$ cat config.mk
export PLATFORM = sky130hd
export DESIGN_NAME = ras_ctrl_flat
export DESIGN_NICKNAME = d
export VERILOG_FILES = /design/src/rtl/ras_ctrl_if.sv /design/src/rtl/ras_ctrl.sv /design/src/flat_wrapper.sv
export SDC_FILE = /design/constraint.sdc
export NUM_CORES = 1
export LEC_CHECK = 0
export ABC_AREA = 1
export BUFFER_PORTS_ARGS = -buffer_cell sky130_fd_sc_hd__buf_2
export CORE_ASPECT_RATIO = 1.25
export CORE_MARGIN = 10
export CORE_UTILIZATION = 49
export CTS_BUF_LIST = sky130_fd_sc_hd__clkbuf_2 sky130_fd_sc_hd__clkbuf_4 sky130_fd_sc_hd__clkbuf_8
export DETAILED_ROUTE_END_ITERATION = 12
export PLACE_DENSITY = 0.86
export SLEW_MARGIN = 20
export SYNTH_ARGS = -nofsm -noshare
export SYNTH_HDL_FRONTEND = slang
export SYNTH_SLANG_ARGS = --single-unit
export TNS_END_PERCENT = 1
$ cat constraint.sdc
create_clock -name clk -period 2.7 [get_ports clk]
set_clock_uncertainty 0.15 [all_clocks]
set_input_delay 0 -clock clk [delete_from_list [all_inputs] [get_ports clk]]
set_output_delay 0 -clock clk [all_outputs]
set_load 0.005 [all_outputs]
$ cat src/rtl/ras_ctrl_if.sv
// Decode / resolve / RAS signal bundle for the return-address-stack controller.
// The slave modport is the controller; the master modport is its environment.
interface ras_ctrl_if #(
    parameter int XLEN  = 32,
    parameter int PTR_W = 3
);
    logic             dec_valid;
    logic [6:0]       dec_opcode;
    logic [4:0]       dec_rd;
    logic [4:0]       dec_rs1;
    logic [XLEN-1:0]  dec_pc;
    logic [PTR_W-1:0] ras_ptr;
    logic             res_valid;
    logic             res_mispredict;
    logic             ras_push;
    logic             ras_pop;
    logic [XLEN-1:0]  ras_push_addr;
    logic             ras_restore;
    logic [PTR_W-1:0] ras_restore_ptr;
    logic             ckpt_full;
    logic             ckpt_overflow;

    modport slave (
        input  dec_valid, dec_opcode, dec_rd, dec_rs1, dec_pc, ras_ptr,
        input  res_valid, res_mispredict,
        output ras_push, ras_pop, ras_push_addr, ras_restore, ras_restore_ptr,
        output ckpt_full, ckpt_overflow
    );

    modport master (
        output dec_valid, dec_opcode, dec_rd, dec_rs1, dec_pc, ras_ptr,
        output res_valid, res_mispredict,
        input  ras_push, ras_pop, ras_push_addr, ras_restore, ras_restore_ptr,
        input  ckpt_full, ckpt_overflow
    );
endinterface

$ cat src/rtl/ras_ctrl.sv
// RAS sequencing: classifies calls/returns/swaps into push/pop strobes, checkpoints
// the stack pointer per in-flight control transfer, restores it on a mispredict.
module ras_ctrl #(
    parameter int XLEN       = 32,
    parameter int PTR_W      = 3,
    parameter int CKPT_DEPTH = 4
) (
    input  logic      clk,
    input  logic      reset,
    ras_ctrl_if.slave bus
);
    localparam int IDX_W = $clog2(CKPT_DEPTH);
    localparam int CNT_W = IDX_W + 1;
    localparam logic [CNT_W-1:0] FULL_CNT  = CNT_W'(CKPT_DEPTH);
    localparam logic [6:0]       OP_JAL    = 7'b1101111;
    localparam logic [6:0]       OP_JALR   = 7'b1100111;
    localparam logic [6:0]       OP_BRANCH = 7'b1100011;

    typedef enum logic {ST_RUN, ST_RECOVER} state_t;
    state_t state, state_nxt;

    logic [PTR_W-1:0] ckpt_q [CKPT_DEPTH];
    logic [IDX_W-1:0] head, tail;
    logic [CNT_W-1:0] count;
    logic [PTR_W-1:0] restore_ptr;
    logic             overflow;

    logic is_jal, is_jalr, is_ctl, rd_link, rs1_link;
    logic is_call, is_pop;
    logic run, kill, deq, enq, accept, full, full_blocked, ovf_set;

    // Decode classification
    assign is_jal   = bus.dec_opcode == OP_JAL;
    assign is_jalr  = bus.dec_opcode == OP_JALR;
    assign is_ctl   = is_jal || is_jalr || (bus.dec_opcode == OP_BRANCH);
    assign rd_link  = (bus.dec_rd == 5'd1) || (bus.dec_rd == 5'd5);
    assign rs1_link = (bus.dec_rs1 == 5'd1) || (bus.dec_rs1 == 5'd5);
    // A swap is a call that also pops; rd == rs1 link is a plain call.
    assign is_call  = (is_jal || is_jalr) && rd_link;
    assign is_pop   = is_jalr && rs1_link && (!rd_link || (bus.dec_rd != bus.dec_rs1));

    // Resolve side: resolutions with nothing in flight are dropped and flagged.
    assign run          = state == ST_RUN;
    assign kill         = run && bus.res_valid && bus.res_mispredict && (count != '0);
    assign deq          = run && bus.res_valid && !bus.res_mispredict && (count != '0);
    assign full         = count == FULL_CNT;
    assign full_blocked = full && !(bus.res_valid && !bus.res_mispredict);
    assign accept       = bus.dec_valid && run && !kill && !(is_ctl && full_blocked);
    assign enq          = accept && is_ctl;
    assign ovf_set      = run && ((bus.res_valid && (count == '0)) ||
                                  (bus.dec_valid && is_ctl && full_blocked && !kill));

    assign bus.ras_push        = accept && is_call;
    assign bus.ras_pop         = accept && is_pop;
    assign bus.ras_push_addr   = bus.dec_pc + XLEN'(4);
    assign bus.ckpt_full       = full;
    assign bus.ckpt_overflow   = overflow;
    assign bus.ras_restore_ptr = restore_ptr;

    always_ff @(posedge clk or posedge reset) begin
        if (reset) state <= ST_RUN;
        else       state <= state_nxt;
    end

    always_comb begin
        state_nxt       = state;
        bus.ras_restore = 1'b0;
        case (state)
            ST_RUN:     if (kill) state_nxt = ST_RECOVER;
            ST_RECOVER: begin
                bus.ras_restore = 1'b1;
                state_nxt       = ST_RUN;
            end
            default:    state_nxt = ST_RUN;
        endcase
    end

    // Checkpoint storage needs no reset; occupancy is tracked by count.
    always_ff @(posedge clk) begin
        if (enq) ckpt_q[tail] <= bus.ras_ptr;
    end

    always_ff @(posedge clk or posedge reset) begin
        if (reset) begin
            head        <= '0;
            tail        <= '0;
            count       <= '0;
            restore_ptr <= '0;
            overflow    <= 1'b0;
        end else begin
            if (kill) begin
                restore_ptr <= ckpt_q[head];
                head        <= '0;
                tail        <= '0;
                count       <= '0;
            end else begin
                if (enq) tail <= tail + IDX_W'(1);
                if (deq) head <= head + IDX_W'(1);
                if (enq && !deq)      count <= count + CNT_W'(1);
                else if (deq && !enq) count <= count - CNT_W'(1);
            end
            if (ovf_set) overflow <= 1'b1;
        end
    end
endmodule

$ cat src/flat_wrapper.sv
// flat-port wrapper written by rule: the top's interface ports become plain ports
module ras_ctrl_flat 
#(
    parameter int XLEN       = 32,
    parameter int PTR_W      = 3,
    parameter int CKPT_DEPTH = 4
)
  (clk, reset, bus_dec_valid, bus_dec_opcode, bus_dec_rd, bus_dec_rs1, bus_dec_pc, bus_ras_ptr, bus_res_valid, bus_res_mispredict, bus_ras_push, bus_ras_pop, bus_ras_push_addr, bus_ras_restore, bus_ras_restore_ptr, bus_ckpt_full, bus_ckpt_overflow);
  ras_ctrl_if #(.XLEN(XLEN), .PTR_W(PTR_W)) bus_i ();
  input  logic clk;
  input  logic reset;
  input wire logic [$bits(bus_i.dec_valid)-1:0] bus_dec_valid;
  input wire logic [$bits(bus_i.dec_opcode)-1:0] bus_dec_opcode;
  input wire logic [$bits(bus_i.dec_rd)-1:0] bus_dec_rd;
  input wire logic [$bits(bus_i.dec_rs1)-1:0] bus_dec_rs1;
  input wire logic [$bits(bus_i.dec_pc)-1:0] bus_dec_pc;
  input wire logic [$bits(bus_i.ras_ptr)-1:0] bus_ras_ptr;
  input wire logic [$bits(bus_i.res_valid)-1:0] bus_res_valid;
  input wire logic [$bits(bus_i.res_mispredict)-1:0] bus_res_mispredict;
  output wire logic [$bits(bus_i.ras_push)-1:0] bus_ras_push;
  output wire logic [$bits(bus_i.ras_pop)-1:0] bus_ras_pop;
  output wire logic [$bits(bus_i.ras_push_addr)-1:0] bus_ras_push_addr;
  output wire logic [$bits(bus_i.ras_restore)-1:0] bus_ras_restore;
  output wire logic [$bits(bus_i.ras_restore_ptr)-1:0] bus_ras_restore_ptr;
  output wire logic [$bits(bus_i.ckpt_full)-1:0] bus_ckpt_full;
  output wire logic [$bits(bus_i.ckpt_overflow)-1:0] bus_ckpt_overflow;
  assign bus_i.dec_valid = bus_dec_valid;
  assign bus_i.dec_opcode = bus_dec_opcode;
  assign bus_i.dec_rd = bus_dec_rd;
  assign bus_i.dec_rs1 = bus_dec_rs1;
  assign bus_i.dec_pc = bus_dec_pc;
  assign bus_i.ras_ptr = bus_ras_ptr;
  assign bus_i.res_valid = bus_res_valid;
  assign bus_i.res_mispredict = bus_res_mispredict;
  assign bus_ras_push = bus_i.ras_push;
  assign bus_ras_pop = bus_i.ras_pop;
  assign bus_ras_push_addr = bus_i.ras_push_addr;
  assign bus_ras_restore = bus_i.ras_restore;
  assign bus_ras_restore_ptr = bus_i.ras_restore_ptr;
  assign bus_ckpt_full = bus_i.ckpt_full;
  assign bus_ckpt_overflow = bus_i.ckpt_overflow;
  ras_ctrl #(.XLEN(XLEN), .PTR_W(PTR_W), .CKPT_DEPTH(CKPT_DEPTH)) u_core (.clk(clk), .reset(reset), .bus(bus_i));
endmodule
== Word level (Yosys, flattened, before mapping) ==
Memory sizes are Yosys's and may differ from the RTL's. A register that Yosys moved wholly into a read port is not among the register bits.
Index checks and enable logic that the tools add are counted.
Widths: inputs -> output; s select.
Cells by class
  add/sub/neg operators: 5
  eq/ne operators: 9
  multiplexer cells: 12
  bitwise gates (word level): 1
  reductions and logical operators: 42
Operators with widths (count)
  $add 32x3->32 const B: 1
  $logic_and 1x1->1: 24
  $eq 7x7->1 const B: 3
  $eq 5x1->1 const B: 2
  $eq 5x3->1 const B: 2
  $mux 3: 3
  $mux 2: 4
  $logic_not 1->1: 7
  $logic_or 1x1->1: 6
  $reduce_bool 3->1: 2
  $ne 5x5->1: 1
  $add 2x1->2 const B: 2
  $mux 1: 4
  $reduce_bool 2->1: 2
  $add 3x1->3 const B: 1
  $eq 3x3->1 const B: 1
  $logic_not 3->1: 1
  $sub 3x1->3 const B: 1
  $pmux 1 s2: 1
  $not 1->1: 1
Storage, ports and cells
  register bits after elaboration: 9
  memory bits (writable): 12
  bits of input ports: 57
  output and inout bits: 40
  memories kept: 1
Memories
  u_core.ckpt_q: depth 4, bits a word 3, read ports 1, clocked after Yosys merged registers in 1, wr ports 1, RTL line ras_ctrl.sv:22  | logic [PTR_W-1:0] ckpt_q [CKPT_DEPTH];

== Depth between registers and ports, before layout ==
  word-level depth: 13
  mapped depth: 11

== Least setup slack after synthesis ==
OpenSTA, ideal clock, no wires.
  path type: register to register
  start: reg u_core.state
  end: reg u_core.count[1]
  setup time: 0.119 ns
  arrival time: 1.828 ns
  slack: 0.603 ns
  cell stages (with the launch flop): 12
  period minus slack after synthesis: 2.097 ns
  path through: dfrtp_1 > inv_1 > nand2_1 > nor2_1 > nand2_2 > nand4_2 > inv_1 > ha_1 > fa_1 > nor2_1 > a21oi_1 > nor2_1
On the way
  word-level cells in the longest chain between the ends: 11
  elaborated cells between the ends (all ways): 18
  those cells by class: 2 x mux; 1 x bitwise; 15 x reduce/logical
RTL lines
  start, declared: RTL line ras_ctrl.sv:20  | state_t state, state_nxt;
  start signal, assigned: RTL line ras_ctrl.sv:62  | else state <= state_nxt;
  $not 1->1 (*): RTL line ras_ctrl.sv:43  | assign run = state == ST_RUN;
  $logic_and 1x1->1: RTL line ras_ctrl.sv:44, ras_ctrl.sv:45
  $logic_and 1x1->1 (2 in series): RTL line ras_ctrl.sv:44  | assign kill = run && bus.res_valid && bus.res_mispredict && (count != '0);
  $logic_not 1->1: RTL line ras_ctrl.sv:48  | assign accept = bus.dec_valid && run && !kill && !(is_ctl && full_blocked);
  $logic_and 1x1->1 (2 in series): RTL line ras_ctrl.sv:48
  $logic_and 1x1->1: RTL line ras_ctrl.sv:49  | assign enq = accept && is_ctl;
  $logic_and 1x1->1 or $logic_not 1->1 (tied branches): RTL line ras_ctrl.sv:99, ras_ctrl.sv:100
  $mux 3 or $logic_and 1x1->1 (tied branches): RTL line ras_ctrl.sv:99, ras_ctrl.sv:100
  $mux 3 or $reduce_bool 3->1 (tied branches)
  end signal, assigned: RTL line ras_ctrl.sv:99  | if (enq && !deq) count <= count + CNT_W'(1);
  end signal, assigned: RTL line ras_ctrl.sv:100  | else if (deq && !enq) count <= count - CNT_W'(1);
  end, declared: RTL line ras_ctrl.sv:24  | logic [CNT_W-1:0] count;
Mark *: on every way between the ends. The rest lies on a longest branch, timed or not.
A chain may end at the register's enable or synchronous reset.

== Final worst setup path ==
  start: reg u_core.count[0]
  end: reg u_core.count[1]
On the way
  word-level cells in the longest chain between the ends: 9
  elaborated cells between the ends (all ways): 21
  those cells by class: 2 x add/sub; 1 x eq/ne; 3 x mux; 15 x reduce/logical
RTL lines (RTL line)
  $eq 3x3->1 or $reduce_bool 3->1 (tied branches): ras_ctrl.sv:46, ras_ctrl.sv:44, ras_ctrl.sv:45
  $logic_and 1x1->1, on equally long branches: ras_ctrl.sv:47, ras_ctrl.sv:44
  $logic_and 1x1->1 or $logic_not 1->1 (tied branches): ras_ctrl.sv:48
  $logic_not 1->1 or $logic_and 1x1->1 (tied branches): ras_ctrl.sv:48
  $logic_and 1x1->1: ras_ctrl.sv:48
  $logic_and 1x1->1: ras_ctrl.sv:49
  $logic_and 1x1->1 or $logic_not 1->1 (tied branches): ras_ctrl.sv:99, ras_ctrl.sv:100
  $mux 3 or $logic_and 1x1->1 (tied branches): ras_ctrl.sv:99, ras_ctrl.sv:100
  $mux 3 or $reduce_bool 3->1 (tied branches)
Parallel ways exist; a longest one is shown, timed or not. The select of a mux whose other input is x is not followed.

==> results.sh <==
export IMPL_yosys_area_top_type="edfxtp_1"
export IMPL_status="completed"
export IMPL_synth_cells=323
export IMPL_fp_dieH_um=94.42
export IMPL_setup_tns_final_ns=0
export IMPL_yosysUniqueCellTypes=31
export IMPL_drive_gt1_share_pct=28.54
export IMPL_hold_depth=4
export IMPL_synth_nets=387
export IMPL_vias_per_cell=4.902
export IMPL_power_density_nw_per_um2=497.9
export IMPL_avgRoutedWirePerCell_um=13.10
export IMPL_clkSinkCount=24
export IMPL_post_cts_resized=0
export IMPL_crit_type="reg -> reg"
export IMPL_die_area_um2=7509
export IMPL_final_cells=482
export IMPL_port_buffers=92
export IMPL_hp_class="in -> out"
export IMPL_vias=2363
export IMPL_final_cell_mix="buf_2, nand2_1, nor2_1"
export IMPL_place_gp_congestion=0.9076
export IMPL_place_ws_ns=0.4048
export IMPL_worst_slew_pin_slew_ns=0.4624
export IMPL_drc=0
export IMPL_start_kind="flop"
export IMPL_clk_pin_slew_ns=0.08
export IMPL_cts_tree="yes"
export IMPL_clk_latency_ns=0.26
export IMPL_totalWireLength_mm=6.313
export IMPL_cts_root_buf="clkbuf_8"
export IMPL_drv_cap=0
export IMPL_ant_nets=0
export IMPL_grt_pass1_vias=2421
export IMPL_cp_end_kind="flop"
export IMPL_dpl_hpwl_mm=5.426
export IMPL_num_rows=27
export IMPL_p_total_mw=1.414
export IMPL_dr_first_iter_drc_count=113
export IMPL_final_common_cell="buf_2"
export IMPL_yosysWarningCount=0
export IMPL_grt_max_degree=15
export IMPL_grt_pass1_wl_mm=10.46
export IMPL_fin_util_pct=65.15
export IMPL_fin_nets=489
export IMPL_avgSynthCellArea_um2=6.721
export IMPL_clockBufferDepth=2
export IMPL_seq_area_frac_synth_pct=30.43
export IMPL_maxSlewHeadroom_pct=69.14
export IMPL_grt_use_total_pct=16.79
export IMPL_cp_max_fo=8
export IMPL_pin_count=97
export IMPL_placeableCoreArea_um2=4358
export IMPL_die_w_um=79.54
export IMPL_clock_fmax_ghz=0.4297
export IMPL_period_share_pct=86.19
export IMPL_grt_ovfl_total=0
export IMPL_start_util_pct=49.81
export IMPL_synthTopCellsByArea="edfxtp_1, nand2_1, dfrtp_1"
export IMPL_leakage_nw=1.434
export IMPL_dp_cells=469
export IMPL_placed_area_um2=2678
export IMPL_syn2layout_area_growth_pct=30.78
export IMPL_htree_levels=1
export IMPL_hold_viol=0
export IMPL_dr_pass1_iters=4
export IMPL_synth_seq_cells=24
export IMPL_stdcell_area_um2=2839
export IMPL_synth_top_cell_area_share_pct=16.60
export IMPL_finalCriticalPeriod_ns=2.327
export IMPL_antennaDiodeCount=0
export IMPL_syn_cell_area_um2=2171
export IMPL_cp_required_ns=2.75
export IMPL_antenna_found_initial=0
export IMPL_arrival_ns=2.38
export IMPL_nFillCells=401
export IMPL_final_setup_viol_count=0
export IMPL_cts_made_buffers=3
export IMPL_hold_slack_ns=0.1200
export IMPL_slew_violations=0
export IMPL_irDropWorstVdd_mv=0.5962
export IMPL_postCtsSetupBuffers=0
export IMPL_worst_slack_ns=0.3729
export IMPL_rsz0062_at_grt="no"
export IMPL_reg2reg_depth=10
[state kept, by name, summed over array words and instances (netlist names)]
signal / count
u_core.count: 3
u_core.state: 1
u_core.head: 2
u_core.bus.ckpt_overflow: 1
u_core.ckpt_q: 12
u_core.bus.ras_restore_ptr: 3
u_core.tail: 2
[repair_timing]
item | 4_1_cts | 5_1_grt
endpoints found under the hold margin | 29 | 0
hold buffers | 9 | 0
setup endpoints to repair | 0 | 0
[critical path: stages, from the launching register on]
cell	delay (ns)
dfrtp_1	0.41
nor2_2	0.17
nand2_1	0.11
nand2_2	0.17
nand4_2	0.25
inv_1	0.12
ha_1	0.20
fa_1	0.42
nor2_1	0.12
a21oi_1	0.05
nor2_1	0.10
[logic make-up (layout without fill, tap and decap cells)]
group / after synthesis / count (layout) / share of synthesized area [%]
flops: 24 / 24 / 30.43
xor+xnor: 18 / 18 / 7.608
simple gates: 205 / 205 / 43.80
compound gates: 17 / 17 / 4.150
fa+ha+maj: 7 / 7 / 4.380
buf+inv: 52 / 153 / 9.625
[path summary, 6_finish.rpt]
path                                                                   to                                       from  slack, ns
worst min register to register  u_core.bus.ras_restore_ptr[1]$_DFFE_PP0P_  u_core.bus.ras_restore_ptr[1]$_DFFE_PP0P_       0.40
worst min-delay path                                bus_ras_push_addr[31]                             bus_dec_pc[31]       0.12
worst max register to register                u_core.count[1]$_DFFE_PP0P_                u_core.count[0]$_DFFE_PP0P_       0.37
max in group asynchronous                     u_core.count[1]$_DFFE_PP0P_                                      reset       1.95
min in group asynchronous                      u_core.tail[1]$_DFFE_PP0P_                                      reset       0.13
worst max-delay path                          u_core.count[1]$_DFFE_PP0P_                u_core.count[0]$_DFFE_PP0P_       0.37
[layer usage]
| layer | part of all wire (%) | global-route usage (%) | vias to the layer above |
|---|---|---|---|
| met1 | 33 | 15.62 | 1028 |
| met4 | 3.3 | 6.886 | 0 |
| met2 | 55 | 33.51 | 101 |
| met3 | 8.7 | 3.897 | 16 |
| li1 | - | - | 1218 |
| met5 | 0 | 0 | - |
[final cells by class]
| type | count | area (um^2) | share of cell area (%) |
|---|---|---|---|
| timing repair buffer | 101 | 550.5 | 19.39 |
| multi-input combinational | 247 | 1301 | 45.84 |
| sequential | 24 | 660.6 | 23.27 |
| clock buffer | 3 | 41.29 | 1.454 |
| tap | 58 | 72.57 | 2.556 |
| clock inverter | 1 | 30.03 | 1.058 |
| inverter | 48 | 182.7 | 6.435 |
[synth_stat cells]
library cell / number
buf_4: 3
a21oi_1: 2
ha_1: 6
o21ai_0: 10
clkinv_2: 2
nor2_4: 3
xor2_1: 12
nor3_4: 1
dfrtp_1: 12
edfxtp_1: 12
nand3_4: 2
nand2_4: 2
nand2_1: 91
o21ai_1: 1
nand3b_1: 5
nand4_1: 3
inv_1: 42
a31oi_1: 4
nor4_1: 2
nor2_1: 56
nand2_2: 3
inv_2: 4
fa_1: 1
nor3_2: 1
nor3_1: 15
xor2_2: 1
xnor2_1: 5
nand3_1: 15
nor2_2: 5
clkbuf_1: 1
nand4_2: 1
[power by group]
part | internal, mW | switching, mW | total [mW]
registers | 0.459 | 0.0765 | 0.535
logic | 0.235 | 0.334 | 0.569
clock network | 0.198 | 0.112 | 0.310
Note: power is estimated with default switching activity, not from simulation.
